==> src/rtl/clock_enable_gen.sv <==
// Programmable clock-enable generator: one-cycle tick enable plus square-wave clk_out,
// with run/halt/single-step control and a glitch-free divisor reload.
module clock_enable_gen #(
  parameter int CNT_WIDTH    = 32,
  parameter int DEFAULT_DIV  = 50_000_000,
  parameter bit RUN_ON_RESET = 1'b0
) (
  input  logic                 clk_in,
  input  logic                 reset,
  input  logic [CNT_WIDTH-1:0] div_val,
  input  logic                 div_load,
  input  logic                 run,
  input  logic                 halt_req,
  input  logic                 step,
  output logic                 tick,
  output logic                 clk_out,
  output logic                 running,
  output logic [CNT_WIDTH-1:0] cur_div,
  output logic [1:0]           dbg_state
);

  localparam logic [1:0] ST_HALT = 2'd0;
  localparam logic [1:0] ST_RUN  = 2'd1;
  localparam logic [1:0] ST_STEP = 2'd2;
  localparam logic [1:0] ST_INIT = RUN_ON_RESET ? ST_RUN : ST_HALT;

  localparam logic [CNT_WIDTH-1:0] ONE     = {{(CNT_WIDTH-1){1'b0}}, 1'b1};
  localparam logic [CNT_WIDTH-1:0] DEF_RAW = CNT_WIDTH'(DEFAULT_DIV);
  localparam logic [CNT_WIDTH-1:0] DEF_DIV = (DEF_RAW == '0) ? ONE : DEF_RAW;

  logic [1:0]           r_state;
  logic [CNT_WIDTH-1:0] r_count;
  logic [CNT_WIDTH-1:0] r_div;
  logic [CNT_WIDTH-1:0] r_shadow;
  logic                 r_pending;
  logic                 r_tick;
  logic                 r_clk_out;
  logic                 r_running;
  logic                 r_run_armed;
  logic                 r_step_s1;
  logic                 r_step_s2;
  logic                 r_step_d;

  logic [1:0]           w_state_nxt;
  logic [CNT_WIDTH-1:0] w_count_nxt;
  logic                 w_tick_nxt;
  logic [CNT_WIDTH-1:0] w_div_nxt;
  logic [CNT_WIDTH-1:0] w_shadow_nxt;
  logic                 w_pending_nxt;
  logic [CNT_WIDTH-1:0] w_div_new;
  logic                 w_step_rise;
  logic                 w_terminal;

  // A zero divisor would never reach terminal count, so it is promoted to 1.
  assign w_div_new   = (div_val == '0) ? ONE : div_val;
  assign w_step_rise = r_step_s2 & ~r_step_d;
  assign w_terminal  = (r_count == (r_div - ONE));

  always_comb begin
    w_state_nxt = r_state;
    w_count_nxt = '0;
    w_tick_nxt  = 1'b0;
    case (r_state)
      ST_HALT: begin
        if (run && r_run_armed) w_state_nxt = ST_RUN;
        else if (w_step_rise)   w_state_nxt = ST_STEP;
      end
      ST_RUN: begin
        // Leaving RUN takes priority over a terminal-count tick.
        if (!run || halt_req) w_state_nxt = ST_HALT;
        else if (w_terminal)  w_tick_nxt  = 1'b1;
        else                  w_count_nxt = r_count + ONE;
      end
      ST_STEP: begin
        w_state_nxt = ST_HALT;
        w_tick_nxt  = 1'b1;
      end
      default: w_state_nxt = ST_HALT;
    endcase
  end

  always_comb begin
    w_div_nxt     = r_div;
    w_shadow_nxt  = r_shadow;
    w_pending_nxt = r_pending;
    if (r_state == ST_RUN) begin
      if (div_load) begin
        w_shadow_nxt  = w_div_new;
        w_pending_nxt = 1'b1;
      end
      // Divisor only changes at a period boundary, so the running period finishes intact.
      if (w_tick_nxt) begin
        if (div_load)       w_div_nxt = w_div_new;
        else if (r_pending) w_div_nxt = r_shadow;
        w_pending_nxt = 1'b0;
      end
    end else begin
      if (div_load)       w_div_nxt = w_div_new;
      else if (r_pending) w_div_nxt = r_shadow;
      w_pending_nxt = 1'b0;
    end
  end

  always_ff @(posedge clk_in or negedge reset) begin
    if (!reset) begin
      r_state     <= ST_INIT;
      r_count     <= '0;
      r_div       <= DEF_DIV;
      r_shadow    <= DEF_DIV;
      r_pending   <= 1'b0;
      r_tick      <= 1'b0;
      r_clk_out   <= 1'b0;
      r_running   <= RUN_ON_RESET;
      r_run_armed <= 1'b1;
      r_step_s1   <= 1'b0;
      r_step_s2   <= 1'b0;
      r_step_d    <= 1'b0;
    end else begin
      r_state   <= w_state_nxt;
      r_count   <= w_count_nxt;
      r_div     <= w_div_nxt;
      r_shadow  <= w_shadow_nxt;
      r_pending <= w_pending_nxt;
      r_tick    <= w_tick_nxt;
      r_running <= (w_state_nxt == ST_RUN);
      if (w_tick_nxt) r_clk_out <= ~r_clk_out;
      // A halt disarms RUN until run is seen low, so a held run level cannot restart.
      if ((r_state == ST_RUN) && halt_req) r_run_armed <= 1'b0;
      else if (!run)                       r_run_armed <= 1'b1;
      r_step_s1 <= step;
      r_step_s2 <= r_step_s1;
      r_step_d  <= r_step_s2;
    end
  end

  assign tick      = r_tick;
  assign clk_out   = r_clk_out;
  assign running   = r_running;
  assign cur_div   = r_div;
  assign dbg_state = r_state;

endmodule
==> config.mk <==
export PLATFORM = sky130hd
export DESIGN_NAME = clock_enable_gen
export DESIGN_NICKNAME = d
export VERILOG_FILES = /design/src/rtl/clock_enable_gen.sv
export SDC_FILE = /design/constraint.sdc
export NUM_CORES = 1
export LEC_CHECK = 0
export CORE_MARGIN = 1.5
export CORE_UTILIZATION = 40
export CTS_CLUSTER_DIAMETER = 100
export DETAILED_ROUTE_END_ITERATION = 8
export MAX_ROUTING_LAYER = met4
export PLACE_DENSITY = 0.62
export SLEW_MARGIN = 20
export SYNTH_ARGS = -nofsm -noshare
export SYNTH_HDL_FRONTEND = slang
export SYNTH_SLANG_ARGS = --single-unit
export TNS_END_PERCENT = 100
==> constraint.sdc <==
create_clock -name clk_in -period 4.49 [get_ports clk_in]
set_clock_uncertainty 0.05 [all_clocks]
set_input_delay 0.449 -clock clk_in [delete_from_list [all_inputs] [get_ports clk_in]]
set_output_delay 0.449 -clock clk_in [all_outputs]
set_load 0.01 [all_outputs]
==> results of run 1 <==
## sequential cells by signal (all words and copies together), names as in the netlist
signal       cells
clk_out          1
cur_div         32
dbg_state        2
r_count         32
r_pending        1
r_run_armed      1
r_shadow        32
r_step_d         1
r_step_s1        1
r_step_s2        1
running          1
tick             1
## worst max-delay path: cells and delay by family (launching register included)
| family | cells | cell delay (ps) |
|---|---|---|
| multiplexers | 1 | 380 |
| flip-flops | 1 | 430 |
| adder cells (fa/ha/maj) | 1 | 210 |
| buffers and inverters | 2 | 580 |
| AND/OR/NAND/NOR | 3 | 1200 |
| AO/OA/AOI/OAI | 4 | 900 |
## stage by stage
stage               worst slack, ps  cells
floorplan                      1330    619
global placement                821    859
detailed placement              673    859
CTS                             675    875
global route                    366    875
finish                          664    875
## cell type report
type | instances | area, µm²
fillers | 1393 | 7750
multi-input cells | 470 | 3300
flip-flops and latches | 106 | 2680
repair buffers | 82 | 798
well taps | 188 | 235
clock buffers | 9 | 225
clock inverters | 7 | 110
inverters | 13 | 48.8
## power by group
part           total (W)  internal, W  switching, W
combinational    0.00188      0.00102      0.000859
clock           0.000888     0.000501      0.000387
sequential       0.00180      0.00136      0.000444
total            0.00457      0.00288       0.00169
## final timing paths
path                                  from     endpoint  slack, ps
worst max-delay path            cur_div[0]  cur_div[31]        660
worst min-delay path                 reset  r_count[24]        170
worst max register to register  cur_div[0]  cur_div[31]        660
min in group clk_in              r_step_s1    r_step_s2        300
worst min register to register   r_step_s1    r_step_s2        300
max in group asynchronous            reset  cur_div[22]       3150
## cells in the mapped netlist, types with 8 or more instances
cell type / number
dfrtp_1: 81
and3_1: 10
a2bb2oi_2: 29
nand4_1: 10
clkbuf_1: 17
o21ai_0: 33
nor4_1: 15
nor3_1: 9
mux2_2: 33
nand3_1: 18
xor2_1: 33
nand2_1: 63
and4_1: 8
xnor2_1: 37
nor2_1: 92
inv_1: 13
dfstp_2: 25
## logic make-up (layout without fill, tap and decap cells)
group / Yosys count / after routing / share of synthesized area (%)
AOI/OAI and AO/OA: 105 / 105 / 15.4
xor gates and xnor gates: 70 / 70 / 9.93
adders and majority gates: 5 / 5 / 1.01
buffers and inverters: 43 / 111 / 3.26
DFF: 106 / 106 / 43.5
muxes: 35 / 35 / 6.35
and+or+nand+nor: 255 / 255 / 20.5
## placed cells by master, fill, tap and decap left out, drive strengths merged, types with 3 or more instances in the layout
master | netlist | routed
ha | 5 | 5
o21ai | 33 | 33
buf | 13 | 9
or4 | 3 | 3
nor4 | 18 | 18
o2111ai | 4 | 4
dfrtp | 81 | 81
a2bb2oi | 31 | 31
clkdlybuf4s50 | 0 | 73
nand4 | 11 | 11
nand2 | 63 | 63
nor3b | 5 | 5
clkbuf | 17 | 9
and4 | 8 | 8
nor2 | 92 | 92
dfstp | 25 | 25
mux2 | 33 | 33
xnor2 | 37 | 37
or2 | 3 | 3
o22ai | 3 | 3
a21oi | 7 | 7
xor2 | 33 | 33
nand3 | 18 | 18
inv | 13 | 16
and3 | 10 | 10
nor3 | 9 | 9
a22oi | 3 | 3
nor2b | 4 | 4
or3 | 4 | 4
## routing by layer
metal / GRT usage (%) / up-vias / part of all wire (%)
met3: 2.51 / 15 / 2.6
met4: 6.68 / 0 / 2.0
met2: 30.2 / 73 / 46
li1: - / 2326 / -
met5: - / - / 0
met1: 28.9 / 2353 / 49
==> key figures, run 1 <==
Status
  – Status: finished clean

Floorplanning
  – I/O pin count: 75
  – Initial core utilization: 40.8%
  – DIE HEIGHT: around 130 µm
  – Die X: about 130 µm
  – Placeable Area: ~15,000 µm²
  – Cell Rows: between 40 and 50
  – Die area: 16,200 µm²

STA
  – Worst slew pin tran: 880 ps
  – Final hold slack: 170 ps
  – Setup TNS: 0 ps
  – RSZ-0062 raised after global routing: no
  – Final hold violations: 0
  – Worst slew margin: between 40% and 50%
  – Fmax: around 260 MHz
  – Final setup vio count: 0
  – Fin crit period: between 3000 and 4000 ps
  – Fin. max-slew vios: 0
  – Fin crit share: 85.2%

Logic synthesis
  – Cell Area, Synth: between 6000 and 7000 µm²
  – Ys async rst share: between 90% and 100%
  – Synth area leader: dfrtp_1
  – Net Count, Synth: 662
  – Synth top area share: approximately a third
  – Top FF cell, synth: dfrtp_1
  – Post-synth EDFFs: 0
  – Synth area leaders: dfrtp_1 (33%), dfstp_2 (11%), a2bb2oi_2 (7.1%)
  – Mapped Cells: about 620
  – Yosys Warn Count: 0
  – Register area share after synthesis: 43.5%
  – Synth cell types: 65
  – Synth Register Bits: approximately 110
  – Syn avg cell area: approximately 10 µm²

Clocking
  – CTS max path bufs: 2
  – TritonCTS Buffers: 9
  – Clock Tree Root: clkbuf_16
  – Skew-Pair Late Insertion Delay: roughly 350 ps
  – Clk sink count: ~110
  – # resized after CTS: 0
  – CTS tree: yes
  – Clk slew on worst S/H paths: 80 ps
  – H-tree levels: 3
  – Hold buffer count at CTS: 0
  – Post-CTS setup buffers: 0

Power
  – PD cells: approximately 620 nW/µm²
  – Power, Total: 0.00457 W
  – Leakage Power: roughly 2.8 nW
  – VDD IR max: around 360 µV

Global routing
  – First-pass GRT wire length: between 20,000 and 25,000 µm
  – Vias in the first global route: ~4,500
  – Total global routing overflow: 0
  – Largest net degree at the start of global routing: 70
  – Total track usage: 20.3%
  – Initial antenna violation count: 0

Worst setup path
  – Crit-path slowest cell: nor3b_2
  – Crit-path cells: inv_1 -> ha_1 -> nor3b_2 -> nand4_2 -> nor3_1 -> mux2_2 -> a31oi_1 -> o2111ai_2 -> a211oi_4 -> buf_4 -> a2bb2oi_1
  – Critical Path Source Type: register
  – Crit path capture type: register
  – Kind of critical path: reg -> reg
  – Critical Path RT: ~4700 ps
  – CP max stage delay: 480 ps
  – R2r worst-path depth: 11
  – Worst-path maximum fanout: 32
  – Critical Path AT: approximately 4100 ps

Place
  – Detailed placer's ending HPWL: between 10,000 and 15,000 µm
  – Final Wtd Congestion: ~0.90
  – Placed Area: 7060 µm²
  – Port Buffers: 74

Drt
  – Vias per Instance: approximately 5.4
  – DRC violations left: 0
  – Starting DRT DRC Count: approximately 320
  – Via count: around 4,800
  – TritonRoute pass-1 iters: 4
  – Routed Antenna Nets: 0
  – DR WL/cell: 17.5 µm
  – Post-Route WL: around 15,000 µm

Job
  – Total of max-cap violations: 0

Cells and area
  – Post-route cell area: around 7400 µm²
  – Layout cells sized above 1: a little under a fifth
  – Ant. Diodes: 0
  – Nets: around 730
  – Fin util: roughly half
  – Layout Area Growth over Synthesis: 19.9%

Min path
  – Hold WC Path Type: in -> async
No activity file was read; power rests on OpenSTA's default activity.
==> run 2: changes to the inputs <==
Settings changed: CTS_CLUSTER_SIZE set to 24, HOLD_SLACK_MARGIN set to 0.02, RECOVER_POWER set to 25.
==> run 2 against run 1 <==
Compared with the run above:
- the run now ends with capacitance limit, slew limit left
- non-clock buffer count unchanged
- fmax rose by 0.23%
- power hardly changed
- core utilization about the same
- critical endpoint unchanged
- largest cell class unchanged
- largest power group unchanged
- highest routed layer unchanged
==> key figures, run 2 (synthesis gave the netlist of run 1 again) <==
Status
  – Status: finished, violations left
  – Violated checks: capacitance limit, slew limit

STA
  – Final setup vio count: 0
  – Setup TNS: 0 ps
  – Final hold violations: 0
  – Worst slew pin tran: approximately 3700 ps
  – Fin crit share: between 80% and 90%
  – RSZ-0062 raised after global routing: no
  – Fin crit period: 3820 ps
  – Fin. max-slew vios: 70
  – Fmax: between 200 and 300 MHz
  – Worst slew margin: -145%

Clocking
  – Post-CTS setup buffers: 0
  – Clock Tree Root: clkbuf_16
  – H-tree levels: 3
  – # resized after CTS: 0
  – Hold buffer count at CTS: 0
  – Skew-Pair Late Insertion Delay: 350 ps
  – CTS max path bufs: 2
  – Clk slew on worst S/H paths: around 70 ps
  – TritonCTS Buffers: 9
  – Clk sink count: between 100 and 150
  – CTS tree: yes

Cells and area
  – Area occupied by multi-input gates: 3300 µm²
  – Nets: about 730
  – Layout cells sized above 1: 18.2%
  – Layout fillers: 1,395
  – Ant. Diodes: 0
  – Sequential cell area: around 2700 µm²
  – Most common cell after layout, fill and taps aside: nor2_1
  – Commonest non-fill, non-tap cells in the layout: nor2_1 (92), dfrtp_1 (81), clkdlybuf4s50_1 (72)
  – Post-route cell area: 7400 µm²
  – Layout Area Growth over Synthesis: 19.8%
  – Fin util: 48.8%

Min path
  – Hold WC Path Type: reg -> reg

Drt
  – Via count: 4,795
  – Post-Route WL: between 15,000 and 20,000 µm
  – DR WL/cell: ~18 µm
  – Routed Antenna Nets: 0
  – Starting DRT DRC Count: 287
  – DRC violations left: 0
  – TritonRoute pass-1 iters: 4
  – Vias per Instance: ~5.5

Worst setup path
  – Critical Path AT: approximately 4000 ps
  – Critical Path Source Type: register
  – Slack of the worst reg-to-reg path: roughly 670 ps
  – R2r worst-path depth: 11
  – CP startpoint: cur_div[0]
  – Crit path capture type: register
  – Crit path to: cur_div[31]
  – Worst-path maximum fanout: 32
  – Critical Path RT: roughly 4700 ps
  – Kind of critical path: reg -> reg
  – Reg2reg end: cur_div[31]
  – Reg2reg start: cur_div[0]

Place
  – Port Buffers: 74
  – Placed Area: 7060 µm²
  – Final Wtd Congestion: 0.899
  – Detailed placer's ending HPWL: approximately 11,000 µm

Floorplanning
  – Cell Rows: between 40 and 50
  – DIE HEIGHT: approximately 130 µm
  – Die area: approximately 16,000 µm²
  – I/O pin count: 75
  – Initial core utilization: roughly 40%
  – Die X: 127 µm
  – Placeable Area: around 15,000 µm²

Power
  – VDD IR max: around 360 µV
  – PD cells: just over 600 nW/µm²
  – Leakage Power: around 2.8 nW

Global routing
  – Largest net degree at the start of global routing: 70
  – Total global routing overflow: 0
  – Vias in the first global route: roughly 4,500
  – First-pass GRT wire length: between 20,000 and 25,000 µm
  – Initial antenna violation count: 0
  – Total track usage: around a fifth

Job
  – Total of max-cap violations: 1
-- run 2: worst min path at each step --
stage	start	to	slack, ps	depth (start not counted)
final	r_step_s1	r_step_s2	300	0
after global placement	r_step_s1	r_step_s2	290	0
after floorplan	reset	clk_out	100	0
after global routing	r_step_s1	r_step_s2	310	0
after detailed placement	r_step_s1	r_step_s2	280	0
after CTS	reset	r_count[24]	200	1
-- run 2: report_power, final --
part | internal (W) | switching, W
Clock | 0.000501 | 0.000388
Sequential | 0.00136 | 0.000443
Combinational | 0.00102 | 0.000859
Total | 0.00288 | 0.00169
-- run 2: area by class of cell --
cell class	instances	share of cell area (%)
flip-flops and latches	106	36.3
clock buffers	9	3.05
inverters	13	0.660
well taps	188	3.18
clock inverters	7	1.49
multi-input cells	470	44.6
repair buffers	82	10.7
-- run 2: layer usage --
| layer | wire length, µm | vias up | GRT usage [%] |
|---|---|---|---|
| li1 | - | 2324 | - |
| met1 | 7570 | 2379 | 28.9 |
| met2 | 7100 | 77 | 30.2 |
| met3 | 396 | 15 | 2.51 |
| met4 | 305 | 0 | 6.68 |
| met5 | 0 | - | - |
-- run 2: per-stage QoR --
| step | worst slack [ps] | hold WS (ps) | instances | power (W) |
|---|---|---|---|---|
| 3_3_place_gp | 821 | 286 | 859 | 0.00364 |
| 5_1_grt | 330 | 312 | 875 | 0.00484 |
| 2_1_floorplan | 1330 | 103 | 619 | 0.00300 |
| 6_report | 673 | 301 | 875 | 0.00457 |
| 4_1_cts | 675 | 198 | 875 | 0.00461 |
| 3_5_place_dp | 673 | 285 | 859 | 0.00371 |
-- run 2: critical path: stages (launching register included) --
cell       delay, ps
dfrtp_1          430
inv_1            100
ha_1             210
nor3b_2          470
nand4_2          280
nor3_1           430
mux2_2           380
a31oi_1          210
o2111ai_2        230
a211oi_4         260
buf_4            480
a2bb2oi_1        200
